==> src/rtl/axi_rd_dma_ctrl_if.sv <==
// AXI4 read-address/read-data and AXI4-Stream bundles for the read DMA.
interface aximm_rd_if #(
    parameter int ADDR_WIDTH = 64,
    parameter int DATA_WIDTH = 256
);
    logic [ADDR_WIDTH-1:0] araddr;
    logic [7:0]            arlen;
    logic [2:0]            arsize;
    logic [1:0]            arburst;
    logic                  arvalid;
    logic                  arready;
    logic [DATA_WIDTH-1:0] rdata;
    logic [1:0]            rresp;
    logic                  rlast;
    logic                  rvalid;
    logic                  rready;

    modport master (
        output araddr, arlen, arsize, arburst, arvalid, rready,
        input  arready, rdata, rresp, rlast, rvalid
    );
    modport slave (
        input  araddr, arlen, arsize, arburst, arvalid, rready,
        output arready, rdata, rresp, rlast, rvalid
    );
endinterface

interface axis_if #(
    parameter int DATA_WIDTH = 256
);
    logic                  tvalid;
    logic [DATA_WIDTH-1:0] tdata;
    logic                  tlast;
    logic                  tready;

    modport master (output tvalid, tdata, tlast, input tready);
    modport slave  (input tvalid, tdata, tlast, output tready);
endinterface

==> src/rtl/axi_rd_dma_ctrl.sv <==
// Read DMA controller: splits a command into 4 KB-safe AR bursts and
// streams the returned R beats out on AXIS with a single command-level tlast.
module axi_rd_dma_ctrl #(
    parameter int ADDR_WIDTH = 64,
    parameter int DATA_WIDTH = 256,
    parameter int MAX_BURST  = 16,
    parameter int MAX_OUTST  = 4
) (
    input  logic                  clk,
    input  logic                  rst,
    input  logic                  cmd_valid,
    output logic                  cmd_ready,
    input  logic [ADDR_WIDTH-1:0] cmd_addr,
    input  logic [15:0]           cmd_beats,
    output logic                  busy,
    output logic                  done,
    output logic                  err,
    aximm_rd_if.master            m_axi,
    axis_if.master                m_axis
);
    localparam int BPB = DATA_WIDTH / 8;
    localparam int SZ  = $clog2(BPB);
    localparam int OW  = $clog2(MAX_OUTST + 1);

    typedef enum logic [1:0] {IDLE, ISSUE, DRAIN} state_t;

    state_t                state;
    logic [ADDR_WIDTH-1:0] addr;
    logic [15:0]           ar_rem;
    logic [15:0]           r_rem;
    logic [OW-1:0]         outst;
    logic                  acc;

    logic [16:0]           page_beats;
    logic [16:0]           burst;
    logic [15:0]           hs_beats;
    logic                  ar_hs;
    logic                  r_hs;
    logic                  r_last_hs;
    logic                  r_bad;

    assign m_axis.tvalid  = m_axi.rvalid;
    assign m_axis.tdata   = m_axi.rdata;
    assign m_axi.rready   = m_axis.tready;
    assign m_axis.tlast   = (r_rem == 16'd1);
    assign m_axi.arsize   = 3'(SZ);
    assign m_axi.arburst  = 2'b01;
    assign cmd_ready      = (state == IDLE) && !rst;

    assign ar_hs     = m_axi.arvalid && m_axi.arready;
    assign r_hs      = m_axi.rvalid && m_axis.tready && (state != IDLE);
    assign r_last_hs = r_hs && m_axi.rlast;
    assign r_bad     = (m_axi.rresp != 2'b00);
    assign hs_beats  = 16'(m_axi.arlen) + 16'd1;

    // Largest burst that fits the remaining count, MAX_BURST and the 4 KB page
    always_comb begin
        page_beats = 17'((13'h1000 - {1'b0, addr[11:0]}) >> SZ);
        burst      = {1'b0, ar_rem};
        if (burst > 17'(MAX_BURST))
            burst = 17'(MAX_BURST);
        if (burst > page_beats)
            burst = page_beats;
    end

    always_ff @(posedge clk or posedge rst) begin
        if (rst) begin
            state         <= IDLE;
            addr          <= '0;
            ar_rem        <= '0;
            r_rem         <= '0;
            outst         <= '0;
            acc           <= 1'b0;
            busy          <= 1'b0;
            done          <= 1'b0;
            err           <= 1'b0;
            m_axi.arvalid <= 1'b0;
            m_axi.araddr  <= '0;
            m_axi.arlen   <= '0;
        end else begin
            done <= 1'b0;
            err  <= 1'b0;

            if (r_hs) begin
                r_rem <= r_rem - 16'd1;
                if (r_bad)
                    acc <= 1'b1;
            end

            // Simultaneous AR issue and burst completion cancel out
            if (ar_hs && !r_last_hs)
                outst <= outst + OW'(1);
            else if (!ar_hs && r_last_hs)
                outst <= outst - OW'(1);

            unique case (state)
                IDLE: begin
                    busy <= 1'b0;
                    if (cmd_valid) begin
                        addr   <= cmd_addr & ~ADDR_WIDTH'(BPB - 1);
                        ar_rem <= cmd_beats;
                        r_rem  <= cmd_beats;
                        acc    <= 1'b0;
                        if (cmd_beats == 16'd0) begin
                            done <= 1'b1;
                        end else begin
                            state <= ISSUE;
                            busy  <= 1'b1;
                        end
                    end
                end
                ISSUE: begin
                    if (ar_hs) begin
                        m_axi.arvalid <= 1'b0;
                        addr          <= addr + (ADDR_WIDTH'(hs_beats) << SZ);
                        ar_rem        <= ar_rem - hs_beats;
                        if (ar_rem == hs_beats)
                            state <= DRAIN;
                    end else if (!m_axi.arvalid &&
                                 32'(outst) < MAX_OUTST) begin
                        m_axi.arvalid <= 1'b1;
                        m_axi.araddr  <= addr;
                        m_axi.arlen   <= 8'(burst - 17'd1);
                    end
                end
                DRAIN: begin
                    if (r_hs && r_rem == 16'd1) begin
                        done  <= 1'b1;
                        err   <= acc | r_bad;
                        state <= IDLE;
                    end
                end
                default: state <= IDLE;
            endcase
        end
    end
endmodule
==> src/flat_wrapper.sv <==
// flat-port wrapper written by rule: the top's interface ports become plain ports
module axi_rd_dma_ctrl_flat 
#(
    parameter int ADDR_WIDTH = 64,
    parameter int DATA_WIDTH = 256,
    parameter int MAX_BURST  = 16,
    parameter int MAX_OUTST  = 4
)
  (clk, rst, cmd_valid, cmd_ready, cmd_addr, cmd_beats, busy, done, err, m_axi_araddr, m_axi_arlen, m_axi_arsize, m_axi_arburst, m_axi_arvalid, m_axi_rready, m_axi_arready, m_axi_rdata, m_axi_rresp, m_axi_rlast, m_axi_rvalid, m_axis_tvalid, m_axis_tdata, m_axis_tlast, m_axis_tready);
  aximm_rd_if #(.ADDR_WIDTH(ADDR_WIDTH), .DATA_WIDTH(DATA_WIDTH)) m_axi_i ();
  axis_if #(.DATA_WIDTH(DATA_WIDTH)) m_axis_i ();
  input  logic clk;
  input  logic rst;
  input  logic cmd_valid;
  output logic cmd_ready;
  input  logic [ADDR_WIDTH-1:0] cmd_addr;
  input  logic [15:0] cmd_beats;
  output logic busy;
  output logic done;
  output logic err;
  output wire logic [$bits(m_axi_i.araddr)-1:0] m_axi_araddr;
  output wire logic [$bits(m_axi_i.arlen)-1:0] m_axi_arlen;
  output wire logic [$bits(m_axi_i.arsize)-1:0] m_axi_arsize;
  output wire logic [$bits(m_axi_i.arburst)-1:0] m_axi_arburst;
  output wire logic [$bits(m_axi_i.arvalid)-1:0] m_axi_arvalid;
  output wire logic [$bits(m_axi_i.rready)-1:0] m_axi_rready;
  input wire logic [$bits(m_axi_i.arready)-1:0] m_axi_arready;
  input wire logic [$bits(m_axi_i.rdata)-1:0] m_axi_rdata;
  input wire logic [$bits(m_axi_i.rresp)-1:0] m_axi_rresp;
  input wire logic [$bits(m_axi_i.rlast)-1:0] m_axi_rlast;
  input wire logic [$bits(m_axi_i.rvalid)-1:0] m_axi_rvalid;
  output wire logic [$bits(m_axis_i.tvalid)-1:0] m_axis_tvalid;
  output wire logic [$bits(m_axis_i.tdata)-1:0] m_axis_tdata;
  output wire logic [$bits(m_axis_i.tlast)-1:0] m_axis_tlast;
  input wire logic [$bits(m_axis_i.tready)-1:0] m_axis_tready;
  assign m_axi_araddr = m_axi_i.araddr;
  assign m_axi_arlen = m_axi_i.arlen;
  assign m_axi_arsize = m_axi_i.arsize;
  assign m_axi_arburst = m_axi_i.arburst;
  assign m_axi_arvalid = m_axi_i.arvalid;
  assign m_axi_rready = m_axi_i.rready;
  assign m_axi_i.arready = m_axi_arready;
  assign m_axi_i.rdata = m_axi_rdata;
  assign m_axi_i.rresp = m_axi_rresp;
  assign m_axi_i.rlast = m_axi_rlast;
  assign m_axi_i.rvalid = m_axi_rvalid;
  assign m_axis_tvalid = m_axis_i.tvalid;
  assign m_axis_tdata = m_axis_i.tdata;
  assign m_axis_tlast = m_axis_i.tlast;
  assign m_axis_i.tready = m_axis_tready;
  axi_rd_dma_ctrl #(.ADDR_WIDTH(ADDR_WIDTH), .DATA_WIDTH(DATA_WIDTH), .MAX_BURST(MAX_BURST), .MAX_OUTST(MAX_OUTST)) u_core (.clk(clk), .rst(rst), .cmd_valid(cmd_valid), .cmd_ready(cmd_ready), .cmd_addr(cmd_addr), .cmd_beats(cmd_beats), .busy(busy), .done(done), .err(err), .m_axi(m_axi_i), .m_axis(m_axis_i));
endmodule
==> config.mk <==
export PLATFORM = sky130hd
export DESIGN_NAME = axi_rd_dma_ctrl_flat
export DESIGN_NICKNAME = d
export VERILOG_FILES = /design/src/rtl/axi_rd_dma_ctrl_if.sv /design/src/rtl/axi_rd_dma_ctrl.sv /design/src/flat_wrapper.sv
export SDC_FILE = /design/constraint.sdc
export NUM_CORES = 1
export LEC_CHECK = 0
export ABC_AREA = 1
export BUFFER_PORTS_ARGS = -buffer_cell sky130_fd_sc_hd__buf_2
export CELL_PAD_IN_SITES_DETAIL_PLACEMENT = 0
export CELL_PAD_IN_SITES_GLOBAL_PLACEMENT = 2
export CORE_AREA = 2 2 265 267
export CTS_CLUSTER_DIAMETER = 120
export DETAILED_ROUTE_END_ITERATION = 12
export DIE_AREA = 0 0 267 269
export HOLD_SLACK_MARGIN = 0.06
export PLACE_DENSITY_LB_ADDON = 0.08
export SYNTH_ARGS = -nofsm -noshare
export SYNTH_HDL_FRONTEND = slang
export SYNTH_SLANG_ARGS = --single-unit
==> constraint.sdc <==
create_clock -name clk -period 6.4 [get_ports clk]
set_input_delay 0.32 -clock clk [delete_from_list [all_inputs] [get_ports clk]]
set_output_delay 0.32 -clock clk [all_outputs]
set_load 0.02 [all_outputs]
Word level (Yosys, flattened, before mapping)
Index checks and enable logic that the tools add are counted.

cells by class
  $add $sub $neg = 8
  multipliers = 0
  div/mod/pow operators = 0
  order comparisons = 3
  equality and inequality tests = 9
  shift operators = 0
  mux-type cells = 33
  bitwise logic cells = 2
  reduce and logical (&&, ||, !) cells = 24

operators with widths
  operator                                                                 number
  64-bit 2-to-1 mux                                                        2
  64-bit one-hot mux with 2 select lines                                   1
  16-bit 2-to-1 mux                                                        6
  64-bit by 21-bit adder with 64-bit output                                1
  16-bit one-hot mux with 2 select lines                                   1
  16-bit by 1-bit == test with 1-bit output, second input constant         1
  16-bit == test                                                           1
  16-bit by 12-bit > comparator with 1-bit output                          1
  16-bit by 5-bit > comparator with 1-bit output, second input constant    1
  16-bit logical NOT                                                       1
  16-bit by 1-bit subtractor with 16-bit output, second input constant     1
  16-bit subtractor                                                        1
  13-bit by 12-bit subtractor with 14-bit output, first input constant     1
  1-bit 2-to-1 mux                                                         13
  2-bit 2-to-1 mux                                                         5
  2-bit nonzero test                                                       5
  8-bit by 1-bit adder with 9-bit output, second input constant            1
  1-bit logical AND                                                        9
  8-bit 2-to-1 mux                                                         1
  8-bit by 1-bit subtractor with 8-bit output, second input constant       1
  3-bit 2-to-1 mux                                                         2
  2-bit by 1-bit inequality test with 1-bit output, second input constant  3
  2-bit one-hot mux with 3 select lines                                    1
  3-bit AND reduction                                                      2
  other kinds (13)                                                         17

word-level totals
  flip-flop bits (word level) = 178
  bits in latches = 0
  bits in writable memories = 0
  memory bits (read-only) = 0
  output and inout bits = 341
  memories = 0

Depth between registers and ports, before layout
  depth in word-level cells = 6
  depth in mapped cells = 25
  gate-level depth less buffers = 24

Least setup slack after synthesis
Ideal clock, no wire load.

  path type = reg2reg
  start point = reg u_core.m_axi.arlen[2]
  end point = reg u_core.addr[56]
  arrival = 2704 ps
  data required time = 6284 ps
  setup slack = 3580 ps
  stages on the path, launching flop included = 19
  clock period less this slack = 2820 ps
  cells stage by stage = dfrtp_1 nand3_1 nand3b_1 nor3b_1 xor2_1 inv_1 ha_1 nand2_1 nor2_2 nand4_1 nand3b_4 nand2_4 nand2_4 nor2_8 nand2_1 nand2_1 nand3_1 nand2_1 nand2_1

between the ends
  word-level cells in the longest chain between the ends = 4

RTL lines
  item                                       line                      RTL
  start, declared                            axi_rd_dma_ctrl_if.sv:19  output araddr, arlen, arsize, arburst, arvalid, rready,
  start signal, assigned                     axi_rd_dma_ctrl.sv:123    m_axi.arlen <= 8'(burst - 17'd1);
  8-bit by 1-bit adder with 9-bit output     axi_rd_dma_ctrl.sv:54     assign hs_beats = 16'(m_axi.arlen) + 16'd1;
  64-bit by 21-bit adder with 64-bit output  axi_rd_dma_ctrl.sv:115    addr <= addr + (ADDR_WIDTH'(hs_beats) << SZ);
  64-bit 2-to-1 mux                          axi_rd_dma_ctrl.sv:113    if (ar_hs) begin
  64-bit one-hot mux with 2 select lines     axi_rd_dma_ctrl.sv:96     unique case (state)
  end signal, assigned                       axi_rd_dma_ctrl.sv:100    addr <= cmd_addr & ~ADDR_WIDTH'(BPB - 1);
  end signal, assigned                       axi_rd_dma_ctrl.sv:115
  end, declared                              axi_rd_dma_ctrl.sv:28     logic [ADDR_WIDTH-1:0] addr;

No other way between the ends. The select of a mux whose other input is x is not followed.
A chain may end at the register's enable or synchronous reset.

Worst setup path in the final report
  start point = reg u_core.ar_rem[13]
  end point = reg u_core.m_axi.arlen[2]

between the ends
  word-level cells in the longest chain between the ends = 5

RTL lines
  item                                             line                    RTL
  start, declared                                  axi_rd_dma_ctrl.sv:29   logic [15:0] ar_rem;
  start signal, assigned                           axi_rd_dma_ctrl.sv:101  ar_rem <= cmd_beats;
  start signal, assigned                           axi_rd_dma_ctrl.sv:116  ar_rem <= ar_rem - hs_beats;
  16-bit by 5-bit > comparator with 1-bit output   axi_rd_dma_ctrl.sv:60   if (burst > 17'(MAX_BURST))
  16-bit 2-to-1 mux *                              axi_rd_dma_ctrl.sv:60
  16-bit by 12-bit > comparator with 1-bit output  axi_rd_dma_ctrl.sv:62   if (burst > page_beats)
  8-bit 2-to-1 mux *                               axi_rd_dma_ctrl.sv:62
  8-bit by 1-bit subtractor with 8-bit output *    axi_rd_dma_ctrl.sv:123

Every way passes the cells marked *; elsewhere a longest branch is shown, timed or not.

==> results.json <==
{
  "status": "completed",
  "synthCells": 1796,
  "grt_max_degree": 80,
  "routed_wl_microns": 52300,
  "max_slew_margin_pct": 30.1,
  "syn_area_sq_um": 12900,
  "max_cap_violations": 0,
  "reg2reg_depth": 15,
  "finalCriticalPeriod_ns": 3.87,
  "worstSetupPathType": "flip-flop to flip-flop",
  "async_reset_ff_share_pct": 100,
  "cp-start-kind": "flip-flop",
  "dieArea_sq_um": 71800,
  "yosysWarningCount": 0,
  "cp.arrival_ns": 4.27,
  "drive_gt1_share_pct": 15.2,
  "whs_endpoint": "u_core.r_rem[8]",
  "cpPeakStageDelay_ns": 0.48,
  "overflow": 0,
  "grt_pass1_vias": 11200,
  "reg2reg_slack_ns": 2.53,
  "ys_seq_elements": 168,
  "startpoint": "u_core.ar_rem[13]",
  "clk_latency_ns": 0.49,
  "tritoncts": "yes",
  "max_freq_mhz": 258,
  "setup_viol": 0,
  "initial_utilization_pct": 18.7,
  "cts.sinks": 168,
  "max_slew.worst_pin.slew_ns": 1.04,
  "cts-htree-levels": 4,
  "viasPerCell": 4.09,
  "reg2reg_from": "u_core.ar_rem[13]",
  "nNetsFinal": 2064,
  "hp-start": "cmd_beats[8]",
  "synth.distinct_cells": 50,
  "final_cells": 2636,
  "ys.flop_type": "dfrtp_1",
  "dpl.cell_count": 2595,
  "skew_ns": 0.0185,
  "antenna_cells": 0,
  "rows": 97,
  "routabilityCongestion": 0.747,
  "crit_family": "simple AND/OR/NAND/NOR gates",
  "io_pins": 686,
  "synth_edf_count": 0,
  "syn_to_final_growth_pct": 4.37,
  "vias": 10800,
  "cp-end-kind": "flip-flop",
  "drc": 0,
  "clockBufferDepth": 2,
  "hold_depth": 3,
  "timing_hold_violations_final": 0,
  "ant_nets": 0,
  "antenna_found_initial": 1,
  "powerDensity_nw_per_um2": 486,
  "hpwl_microns": 40400,
  "cts.clk_slew.worst_paths_ns": 0.07,
  "rsz0062_at_grt": "no",
  "critical-path-slowest-cell": "nand2_1",
  "grt_pass1_wl_microns": 76200,
  "ir_worst_vdd_uv": 202,
  "worst_ep_required_time_ns": 6.80,
  "critPathBufInv": 2,
  "crit_top_cell": "nand2_1",
  "leakagePower_nw": 6.39,
  "die_h_microns": 269,
  "drtPass1Iterations": 5,
  "drv_slew": 0,
  "crit_chain": "inv_1, nand2_1, nor3_2, nand3_2, ha_1, nand2_1, nor2_1, nand4_1, nand2_1, nand2_1, o21ai_2, inv_1, ha_1, or2_2, a31oi_1",
  "fillCellCount": 7925,
  "wl_per_cell_microns": 19.9,
  "drt_iter0_drc": 497,
  "die_w_microns": 267,
  "port_buffers": 158,
  "yosysSeqAreaShare_pct": 32.5,
  "reg2reg_to": "u_core.m_axi.arlen[2]",
  "hold_path.class": "input port to flip-flop",
  "cts_root_buf": "clkbuf_16",
  "crit_fanout": 11,
  "tns_ns": 0,
  "fp.coreArea_sq_um": 69300,
  "syn_area_per_cell_sq_um": 7.20,
  "cts_buffers": 17,
  "fin_crit_sh_pct": 60.5,
  "grt_use_total_pct": 14.7
}
==> layout make-up <==
| class | count | area [sq um] | share of cell area, % |
|---|---|---|---|
| Clock buffer | 18 | 439 | 3.25 |
| Clock inverter | 14 | 198 | 1.47 |
| Inverter | 189 | 717 | 5.31 |
| Multi-Input combinational cell | 1131 | 5810 | 43.1 |
| Sequential cell | 168 | 4200 | 31.2 |
| Tap cell | 940 | 1180 | 8.72 |
| Timing Repair Buffer | 176 | 948 | 7.03 |
==> where the power goes <==
group | internal [mW] | switching, mW | leakage [nW] | total, mW
combinational | 1.11 | 2.22 | 3.98 | 3.34
clock | 0.667 | 0.538 | 0.307 | 1.20
sequential | 1.53 | 0.479 | 2.10 | 2.01
total | 3.31 | 3.24 | 6.39 | 6.55
==> metrics by stage <==
stage / area [sq um] / utilization (%) / power (mW) / hold WS, ns / setup slack (ns)
2_1_floorplan: 13000 / - / 4.51 / 0.441 / 1.53
3_3_place_gp: 12800 / 18.4 / 5.47 / 0.425 / 2.46
3_5_place_dp: 12800 / 18.4 / 5.47 / 0.421 / 2.47
4_1_cts: 13500 / 19.5 / 6.74 / 0.0708 / 2.44
5_1_grt: 13500 / 19.5 / 7.27 / 0.0858 / 2.09
6_report: 13500 / 19.5 / 6.55 / 0.0950 / 2.53
==> how the worst max path moves through the flow <==
stage,end,cells after the start
after floorplan,u_core.acc,1
after global placement,u_core.m_axi.arlen[2],15
after detailed placement,u_core.m_axi.arlen[2],15
after CTS,u_core.m_axi.arlen[2],15
after global routing,u_core.m_axi.arlen[2],20
final,u_core.m_axi.arlen[2],15
==> logic make-up after synthesis <==
family,synth area share (%)
buffers and inverters,22.9
and+or+nand+nor,26.8
xor gates and xnor gates,2.85
other,0.0581
adders and majority gates,3.66
AOI/OAI and AO/OA,11.0
DFF,32.5
muxes,0.165
==> tightest hold or removal path, stage by stage <==
cell and delay [ns]:
buf_2 0.11, nand2_1 0.05, o21ai_0 0.06
==> flip-flops by register name (all words and copies together), names as in the netlist <==
name,cells
u_core.m_axi.araddr,59
u_core.addr,59
u_core.state,2
u_core.err,1
u_core.busy,1
u_core.done,1
u_core.acc,1
u_core.m_axi.arlen,8
u_core.ar_rem,16
u_core.m_axi.arvalid,1
u_core.r_rem,16
u_core.outst,3
==> metal layers <==
layer | GRT usage (%) | vias up | share of wire [%]
met2 | 24.1 | 389 | 48
met3 | 6.16 | 59 | 7.7
met4 | 4.01 | 10 | 1.5
met5 | 3.38 | - | 0.62
met1 | 17.2 | 5038 | 42
li1 | - | 5285 | -
==> cell usage after synthesis, types with 2 or more instances <==
master | count | area share [%]
a22oi_1 | 2 | 0.12
o21ai_0 | 136 | 5.3
ha_1 | 33 | 3.2
nor2_2 | 9 | 0.44
xor2_1 | 35 | 2.4
clkbuf_1 | 37 | 1.1
xnor2_1 | 7 | 0.47
nand2_4 | 4 | 0.35
buf_6 | 2 | 0.17
conb_1 | 2 | 0.058
nand3_2 | 3 | 0.23
dfrtp_1 | 168 | 33
clkbuf_8 | 2 | 0.21
nor4_1 | 8 | 0.39
or2_2 | 3 | 0.15
nor3b_1 | 2 | 0.12
o21bai_1 | 2 | 0.12
nor2_4 | 5 | 0.44
fa_1 | 3 | 0.46
a21oi_1 | 39 | 1.5
inv_2 | 13 | 0.38
nor2_1 | 177 | 5.1
nand3_1 | 101 | 3.9
nor3_2 | 5 | 0.39
o22ai_1 | 20 | 0.97
inv_1 | 175 | 5.1
o21ai_1 | 36 | 1.4
nand2_2 | 6 | 0.29
nand3b_4 | 2 | 0.31
o211ai_1 | 14 | 0.81
buf_4 | 271 | 16
buf_2 | 6 | 0.23
nand4_1 | 39 | 1.9
nand3b_1 | 10 | 0.58
nor3_1 | 24 | 0.93
a31oi_1 | 8 | 0.39
nand2_1 | 374 | 11
==> layout by cell type (no fill, tap or decap), types with 3 or more instances in the layout <==
cell | netlist | layout
nand2_1 | 374 | 373
nor2_1 | 177 | 177
inv_1 | 175 | 174
dfrtp_1 | 168 | 168
buf_2 | 6 | 158
o21ai_0 | 136 | 136
nand3_1 | 101 | 101
a21oi_1 | 39 | 39
nand4_1 | 39 | 39
o21ai_1 | 36 | 36
xor2_1 | 35 | 35
ha_1 | 33 | 33
nor3_1 | 24 | 24
o22ai_1 | 20 | 20
clkbuf_16 | 0 | 17
o211ai_1 | 14 | 14
inv_2 | 13 | 13
conb_1 | 2 | 13
nand3b_1 | 10 | 10
dlygate4sd3_1 | 0 | 9
buf_4 | 271 | 9
nor2_2 | 9 | 8
a31oi_1 | 8 | 8
nor4_1 | 8 | 8
xnor2_1 | 7 | 7
nor2_4 | 5 | 6
nand2_2 | 6 | 6
nor3_2 | 5 | 5
nand2_4 | 4 | 5
bufinv_16 | 0 | 4
clkinv_4 | 0 | 4
nand3_2 | 3 | 3
or2_2 | 3 | 3
fa_1 | 3 | 3
==> timing repair <==
action | 4_1_cts | 5_1_grt
hold buffers | 9 | 0
buffers inserted | 0 | 0
hold endpoints to repair | 63 | 0
resized for setup | 0 | 0
setup endpoints to repair | 0 | 0
(Power assumes the default switching activity.)
